[config.mk]
export PLATFORM = sky130hd
export DESIGN_NAME = cim_macro_ctrl
export DESIGN_NICKNAME = d
export VERILOG_FILES = /design/src/rtl/cim_macro_ctrl.sv
export SDC_FILE = /design/constraint.sdc
export NUM_CORES = 1
export LEC_CHECK = 0
export CORE_AREA = 4 4 346 348
export CTS_CLUSTER_DIAMETER = 120
export DETAILED_ROUTE_END_ITERATION = 8
export DIE_AREA = 0 0 350 352
export DONT_BUFFER_PORTS = 1
export GPL_TIMING_DRIVEN = 0
export PLACE_DENSITY = 0.34
export SYNTH_ARGS = -nofsm -noshare
export SYNTH_HDL_FRONTEND = slang
export SYNTH_SLANG_ARGS = --single-unit
export TNS_END_PERCENT = 5
[constraint.sdc]
create_clock -name clk -period 3.35 [get_ports clk]
set_input_delay 0.335 -clock clk [delete_from_list [all_inputs] [get_ports clk]]
set_output_delay 0.335 -clock clk [all_outputs]
set_load 0.005 [all_outputs]
[src/rtl/cim_macro_ctrl.sv]
// cim_macro_ctrl: sequences weight load, readback and compute cycles onto a CIM macro's
// raw STDW/STDR/CIM_en pins from valid/ready streams. Rev 1.0
`default_nettype none

module cim_macro_ctrl #(
    parameter int ROWS = 64,
    parameter int AW   = 6,
    parameter int WW   = 32,
    parameter int ACTW = 256,
    parameter int PSW  = 112
) (
    input  logic            clk,
    input  logic            rst,
    input  logic            load_start_i,
    input  logic            rb_start_i,
    input  logic            w_valid_i,
    output logic            w_ready_o,
    input  logic [WW-1:0]   w_data_i,
    output logic            rb_valid_o,
    input  logic            rb_ready_i,
    output logic [WW-1:0]   rb_data_o,
    input  logic            act_valid_i,
    output logic            act_ready_o,
    input  logic [ACTW-1:0] act_data_i,
    output logic            ps_valid_o,
    input  logic            ps_ready_i,
    output logic [PSW-1:0]  ps_data_o,
    output logic            busy_o,
    output logic            CIM_en_o,
    output logic            STDW_o,
    output logic            STDR_o,
    output logic [AW-1:0]   STD_A_o,
    output logic [WW-1:0]   weight_in_o,
    output logic [ACTW-1:0] act_in_o,
    input  logic [WW-1:0]   weight_out_i,
    input  logic [PSW-1:0]  PSUM_i
);

    typedef enum logic [2:0] {
        S_IDLE     = 3'd0,
        S_LOAD     = 3'd1,
        S_RD_ISSUE = 3'd2,
        S_RD_HOLD  = 3'd3,
        S_COMP     = 3'd4,
        S_OUT      = 3'd5
    } state_e;

    localparam logic [AW-1:0] LAST_ROW = AW'(ROWS - 1);

    state_e          state_q, state_d;
    logic [AW-1:0]   row_q, row_d;
    logic [AW-1:0]   std_a_q, std_a_d;
    logic [WW-1:0]   weight_in_q, weight_in_d;
    logic            stdw_q, stdw_d;
    logic [ACTW-1:0] act_in_q, act_in_d;
    logic [WW-1:0]   rb_data_q, rb_data_d;
    logic [PSW-1:0]  ps_data_q, ps_data_d;
    logic            rdy_en_q;

    always_ff @(posedge clk) begin
        if (rst) begin
            state_q     <= S_IDLE;
            row_q       <= '0;
            std_a_q     <= '0;
            weight_in_q <= '0;
            stdw_q      <= 1'b0;
            act_in_q    <= '0;
            rb_data_q   <= '0;
            ps_data_q   <= '0;
            rdy_en_q    <= 1'b0;
        end else begin
            state_q     <= state_d;
            row_q       <= row_d;
            std_a_q     <= std_a_d;
            weight_in_q <= weight_in_d;
            stdw_q      <= stdw_d;
            act_in_q    <= act_in_d;
            rb_data_q   <= rb_data_d;
            ps_data_q   <= ps_data_d;
            rdy_en_q    <= 1'b1;
        end
    end

    always_comb begin
        state_d     = state_q;
        row_d       = row_q;
        std_a_d     = std_a_q;
        weight_in_d = weight_in_q;
        stdw_d      = 1'b0;
        act_in_d    = act_in_q;
        rb_data_d   = rb_data_q;
        ps_data_d   = ps_data_q;
        w_ready_o   = 1'b0;
        rb_valid_o  = 1'b0;
        act_ready_o = 1'b0;
        ps_valid_o  = 1'b0;
        STDR_o      = 1'b0;
        CIM_en_o    = 1'b0;

        case (state_q)
            S_IDLE: begin
                // rdy_en_q holds act_ready low for the first cycle out of reset
                act_ready_o = rdy_en_q && !load_start_i && !rb_start_i;
                if (load_start_i) begin
                    state_d = S_LOAD;
                    row_d   = '0;
                end else if (rb_start_i) begin
                    state_d = S_RD_ISSUE;
                    row_d   = '0;
                    std_a_d = '0;
                end else if (act_valid_i && act_ready_o) begin
                    act_in_d = act_data_i;
                    state_d  = S_COMP;
                end
            end
            S_LOAD: begin
                w_ready_o = 1'b1;
                if (w_valid_i) begin
                    std_a_d     = row_q;
                    weight_in_d = w_data_i;
                    stdw_d      = 1'b1;
                    if (row_q == LAST_ROW) begin
                        row_d   = '0;
                        state_d = S_IDLE;
                    end else begin
                        row_d = row_q + AW'(1);
                    end
                end
            end
            S_RD_ISSUE: begin
                STDR_o    = 1'b1;
                rb_data_d = weight_out_i;
                state_d   = S_RD_HOLD;
            end
            S_RD_HOLD: begin
                rb_valid_o = 1'b1;
                if (rb_ready_i) begin
                    if (row_q == LAST_ROW) begin
                        row_d   = '0;
                        state_d = S_IDLE;
                    end else begin
                        row_d   = row_q + AW'(1);
                        std_a_d = row_q + AW'(1);
                        state_d = S_RD_ISSUE;
                    end
                end
            end
            S_COMP: begin
                CIM_en_o  = 1'b1;
                ps_data_d = PSUM_i;
                state_d   = S_OUT;
            end
            S_OUT: begin
                ps_valid_o = 1'b1;
                if (ps_ready_i) begin
                    state_d = S_IDLE;
                end
            end
            default: state_d = S_IDLE;
        endcase
    end

    assign busy_o      = (state_q != S_IDLE);
    assign STDW_o      = stdw_q;
    assign STD_A_o     = std_a_q;
    assign weight_in_o = weight_in_q;
    assign act_in_o    = act_in_q;
    assign rb_data_o   = rb_data_q;
    assign ps_data_o   = ps_data_q;

endmodule

`default_nettype wire

# --- After elaboration in Yosys (flattened, before gate mapping) ---
# Index checks and enable logic that the tools add are counted.
word_totals:
  register_bits: 449
  latchBits: 0
  ramBits: 0
  rom_bits: 0
  inputBits: 440
  out_inout_bits: 446
  wordCells: 70
  memories: 0
classes:
  add_sub_neg: 1
  multipliers: 0
  div: 0
  magnitude_cmp: 0
  n_eq_ne: 15
  n_shift: 0
  n_mux: 28
  bitwise: 3
  n_reduce_logical: 14
ops:
  columns: ["op", "count"]
  rows:
  - ["2-to-1 mux 6 bit", 9]
  - ["case mux 6 bit (3 select lines)", 2]
  - ["2-to-1 mux 3 bit", 7]
  - ["case mux 3 bit (6 select lines)", 1]
  - ["!= test 2 bit (second input constant)", 7]
  - ["2-to-1 mux 1 bit", 8]
  - ["AND reduction 4 bit", 2]
  - ["adder 6 x 1 -> 6 bit (second input constant)", 1]
  - ["equality test 3 x 2 -> 1 bit (second input constant)", 2]
  - ["equality test 3 bit (second input constant)", 2]
  - ["equality test 6 bit (second input constant)", 1]
  - ["AND reduction 6 bit", 1]
  - ["nonzero test 3 bit", 2]
  - ["AND reduction 5 bit", 1]
  - ["!= test 4 bit (second input constant)", 1]
  - ["equality test 3 x 1 -> 1 bit (second input constant)", 1]
  - ["logical AND 1 bit", 3]
  - ["logical NOT 3 bit", 1]
  - ["!= test 3 bit (second input constant)", 1]
  - ["inverter 1 bit", 3]
  - ["logical NOT 1 bit", 2]
  - ["2-to-1 mux 2 bit", 1]
  - ["AND reduction 2 bit", 1]
  - ["OR reduction 2 bit", 1]

# --- Depth between registers and ports, before layout ---
logic_depth:
  word_depth: 8
  depth_mapped: 8
  mapped_depth_nobuf: 5

# --- Worst setup path before layout ---
# Ideal clock, no wire load.
synth_path:
  kind: "register -> register"
  startpoint: "reg row_q[0]"
  endpoint: "reg state_q[1]"
  setup_ps: 72
  arrival_time_ps: 1551
  t_required_ps: 3278
  path_slack_ps: 1727
  stages_incl_launch_ff: 6
  path_buffers: 0
  period_less_slack_ps: 1623
  cell_sequence: "dfxtp_1 -> ha_1 -> and2_1 -> nand2_1 -> a222oi_1 -> mux2i_1"
synth_via:
  elab_chain_len: 4
  elab_cells_between_ends: 6
  classes_between: "eq/ne (2); mux (3); reduce/logical (1)"
synth_rtl:
  columns: ["item", "line_no", "source"]
  rows:
  - ["from (decl)", "51", "logic [AW-1:0] row_q, row_d;"]
  - ["from (signal assigned)", "73", "row_q <= row_d;"]
  - ["equality test 6 bit *", "122, 138", null]
  - ["2-to-1 mux 2 bit", "138", "if (row_q == LAST_ROW) begin"]
  - ["2-to-1 mux 3 bit", "137", "if (rb_ready_i) begin"]
  - ["case mux 3 bit (6 select lines)", "100", "case (state_q)"]
  - ["to (signal assigned)", "72", "state_q <= state_d;"]
  - ["to (decl)", "50", "state_e state_q, state_d;"]
# Every way passes the cells marked *; elsewhere a longest branch is shown, timed or not. The select of a mux whose other input is x is not followed.
# A chain may end at the register's enable or synchronous reset.

# --- Final worst setup path ---
layout_path:
  startpoint: "reg state_q[2]"
  endpoint: "reg act_in_q[56] (netlist: act_in_o[56])"
layout_via:
  elab_chain_len: 2
layout_rtl:
  columns: ["item", "line_no", "source"]
  rows:
  - ["logical NOT 3 bit", "100", null]
  - ["AND reduction 4 bit (no line)", null, null]
  - ["to (signal assigned)", "77", "act_in_q <= act_in_d;"]
  - ["to (decl)", "55", "logic [ACTW-1:0] act_in_q, act_in_d;"]
# No other way between the ends.

==> results.txt <==
#FFs+latches synth: 449
worst slew pin tran: 1.18 ns
Finished Layout Cells: 4,077
nets: 2,944
Worst EP arrival: 3.29 ns
CP max FO: 10
Hold Crit Class: input pin to flop
outcome: completed
Post-synth EDFFs: 0
routed length per placed instance: 20.6 um
Initial Util: 0.136
initial drt markers: 692
final antenna-violating net count: 0
Post-CTS Repair Setup Buffers: 0
DRT Pass-1 Iters: 5
antenna violations before repair: 15
first-pass GRT wire length: 117,000 um
Post-Syn Nets: 2,451
worst r2r src: state_q[2]
full die area: 123,000 um^2
Max Transition Viols Final: 0
syn_area_per_cell: 7.85 um^2
Die X: 350 um
Post-Syn Area: 15,800 um^2
Core ar.: 116,000 um^2
Unique masters post-synth: 50
final WL: 84,000 um
Seq. cell area: 8990 um^2
WP data required: 3.81 ns
final-layout fill cell count: 13,100
port bufs: 0
Lkg Pwr: 0.00789 uW
max_cap viols: 0
GRT Residual Overflow: 0
routed via count: 15,400
Area Overhead vs Synth: 51.2%
clk slew on worst S/H paths: 0.06 ns
GRT Total Usage: 0.129
YS warnings: 0
placed cell count: 3,534
cell with the most instances after synthesis: nand2_1
CP Launch Type: flop
Avg Vias per Cell: 3.79
maximum vdd drop: 0.348 mV
Sink Count: 449
Top FF cell, synth: dfxtp_1
Power Density: 562 nW/um^2
total CTS buffers: 56
Final Hold Viols: 0
CTS tree: yes
Slew headroom: 0.212
FMAX: 354 MHz
area occupied by multi-input gates: 6120 um^2
worst setup path category: flop to flop
number of global-route vias before repair: 16,000
TNS Setup: 0 ns
Yosys top cell area share: 0.570
final worst-path cycle share: 0.843
Synth area leaders: dfxtp_1 57%, nand2_1 21%, a21oi_1 14%, clkbuf_1 2.2%, buf_2 1.4%
clock buffer depth: 3
DRC viols: 0
# setup viols final: 0
top cells by count, synth: 882 x nand2_1, 449 x dfxtp_1, 438 x a21oi_1
sequential element share of the synthesized area: 0.570
crit end category: flop
share of layout cells above drive strength 1: 0.0543
reg2reg end: act_in_o[56]
Syn Inst Count: 2,010
ys async rst share: 0
std cell rows: 125
# IOs: 886
HPWL Detailed: 66,300 um
Die Y: 352 um
flop-to-flop setup slack: 0.53 ns
WHS Path Cells: 4
Hold Path Origin: load_start_i
R2R cell count: 7
Clock Root Buffer: clkbuf_16
GP Congestion: 0.794
largest net degree at the start of global routing: 14
end of the worst hold path: state_q[1]
H-tree lvl count: 2
RSZ-0062 raised after global routing: false
Period minus WS final: 2.82 ns
area leader, netlist: dfxtp_1
Worst-Skew Late Latency: 0.62 ns
skew final: 0.0187 ns
[per-stage QoR]
step | utilization | worst slack, ns | instance area [um^2] | power, uW | hold slack, ns
4_1_cts | 0.205 | 0.207 | 23800 | 13700 | 0.0443
5_1_grt | 0.205 | 0.186 | 23800 | 14000 | 0.0862
3_5_place_dp | 0.152 | 0.114 | 17700 | 7110 | 0.469
6_report | 0.205 | 0.525 | 23800 | 13400 | 0.117
2_1_floorplan | - | 1.73 | 15800 | 6560 | 0.453
3_3_place_gp | 0.152 | 0.149 | 17700 | 7100 | 0.466
[worst max-delay path, stage by stage, from the launching register on]
cell and delay, ns:
dfxtp_1 0.30, buf_2 0.18, nor2_4 0.21, nand4_1 0.79, buf_2 0.54, buf_1 0.39, nand2_1 0.17, a21oi_1 0.07
[cell families (layout without fill, tap and decap cells)]
group | Yosys count | after routing | synth area share
AOI/OAI and AO/OA | 465 | 465 | 0.153
xor gates and xnor gates | 3 | 3 | 0.00167
adders and majority gates | 1 | 1 | 0.000793
buffers and inverters | 158 | 691 | 0.0420
DFF | 449 | 449 | 0.570
muxes | 8 | 8 | 0.00531
other | 0 | 10 | 0
and+or+nand+nor | 926 | 926 | 0.227
[worst max path at each step]
stage | from | to | slack (ns)
5_1_grt | state_q[2] | act_in_o[47] | 0.19
3_5_place_dp | rst | act_in_o[49] | 0.11
3_3_place_gp | rst | act_in_o[55] | 0.15
4_1_cts | state_q[2] | act_in_o[56] | 0.21
2_1_floorplan | row_q[0] | state_q[1] | 1.73
6_report | state_q[2] | act_in_o[56] | 0.53
[registers in the layout (all words and copies together) (netlist names)]
signal / count
STDW_o: 1
STD_A_o: 6
act_in_o: 256
ps_data_o: 112
rb_data_o: 32
rdy_en_q: 1
row_q: 6
state_q: 3
weight_in_o: 32
[area by class of cell]
| type | count | share of cell area |
|---|---|---|
| inverter | 6 | 0.000945 |
| sequential | 449 | 0.377 |
| multi-input combinational | 1403 | 0.257 |
| tap | 1524 | 0.0800 |
| antenna | 10 | 0.00105 |
| clock buffer | 84 | 0.0691 |
| buffer | 152 | 0.0269 |
| clock inverter | 14 | 0.00577 |
| timing repair buffer | 435 | 0.183 |
[cell usage in the layout, fill, tap and decap left out, types with 2 or more instances in the layout]
cell type      count
o21ai_0            5
nand2b_1           3
and3_1             2
clkbuf_16         57
inv_8              2
nand2_1          882
mux2_2             2
a211oi_1           2
nor3_1             2
inv_2              2
inv_1              3
clkbuf_8          12
clkinv_2           8
buf_6              2
clkinvlp_4         2
dlygate4sd3_1    435
nand4_1            5
mux2i_1            5
nor2_1             6
a21oi_1          438
nor2b_1            2
diode_2           10
o31ai_1            3
nand3_1            8
buf_1             13
clkbuf_1         108
and2_1             7
xnor2_1            3
dfxtp_1          449
bufinv_16          2
a221o_1            2
buf_2             44
o211ai_1           2
[report_power, final]
part	internal, uW	switching [uW]	total, uW
sequential	5570	266	5840
clock	3530	2470	6000
combinational	654	901	1560
[per-layer routing]
layer	wire (um)	up-vias	part of all wire	GRT usage
li1	-	7524	-	-
met1	30300	7233	0.36	0.132
met2	44000	565	0.52	0.243
met3	7680	106	0.091	0.0474
met4	2080	4	0.025	0.0369
met5	27	-	0.00032	0
[what timing repair did]
item,in CTS,in global routing
endpoints found under the hold margin,434,0
endpoints found under the setup margin,0,0
resized for setup,0,0
hold buffers,435,0
No activity file was read; power rests on OpenSTA's default activity.
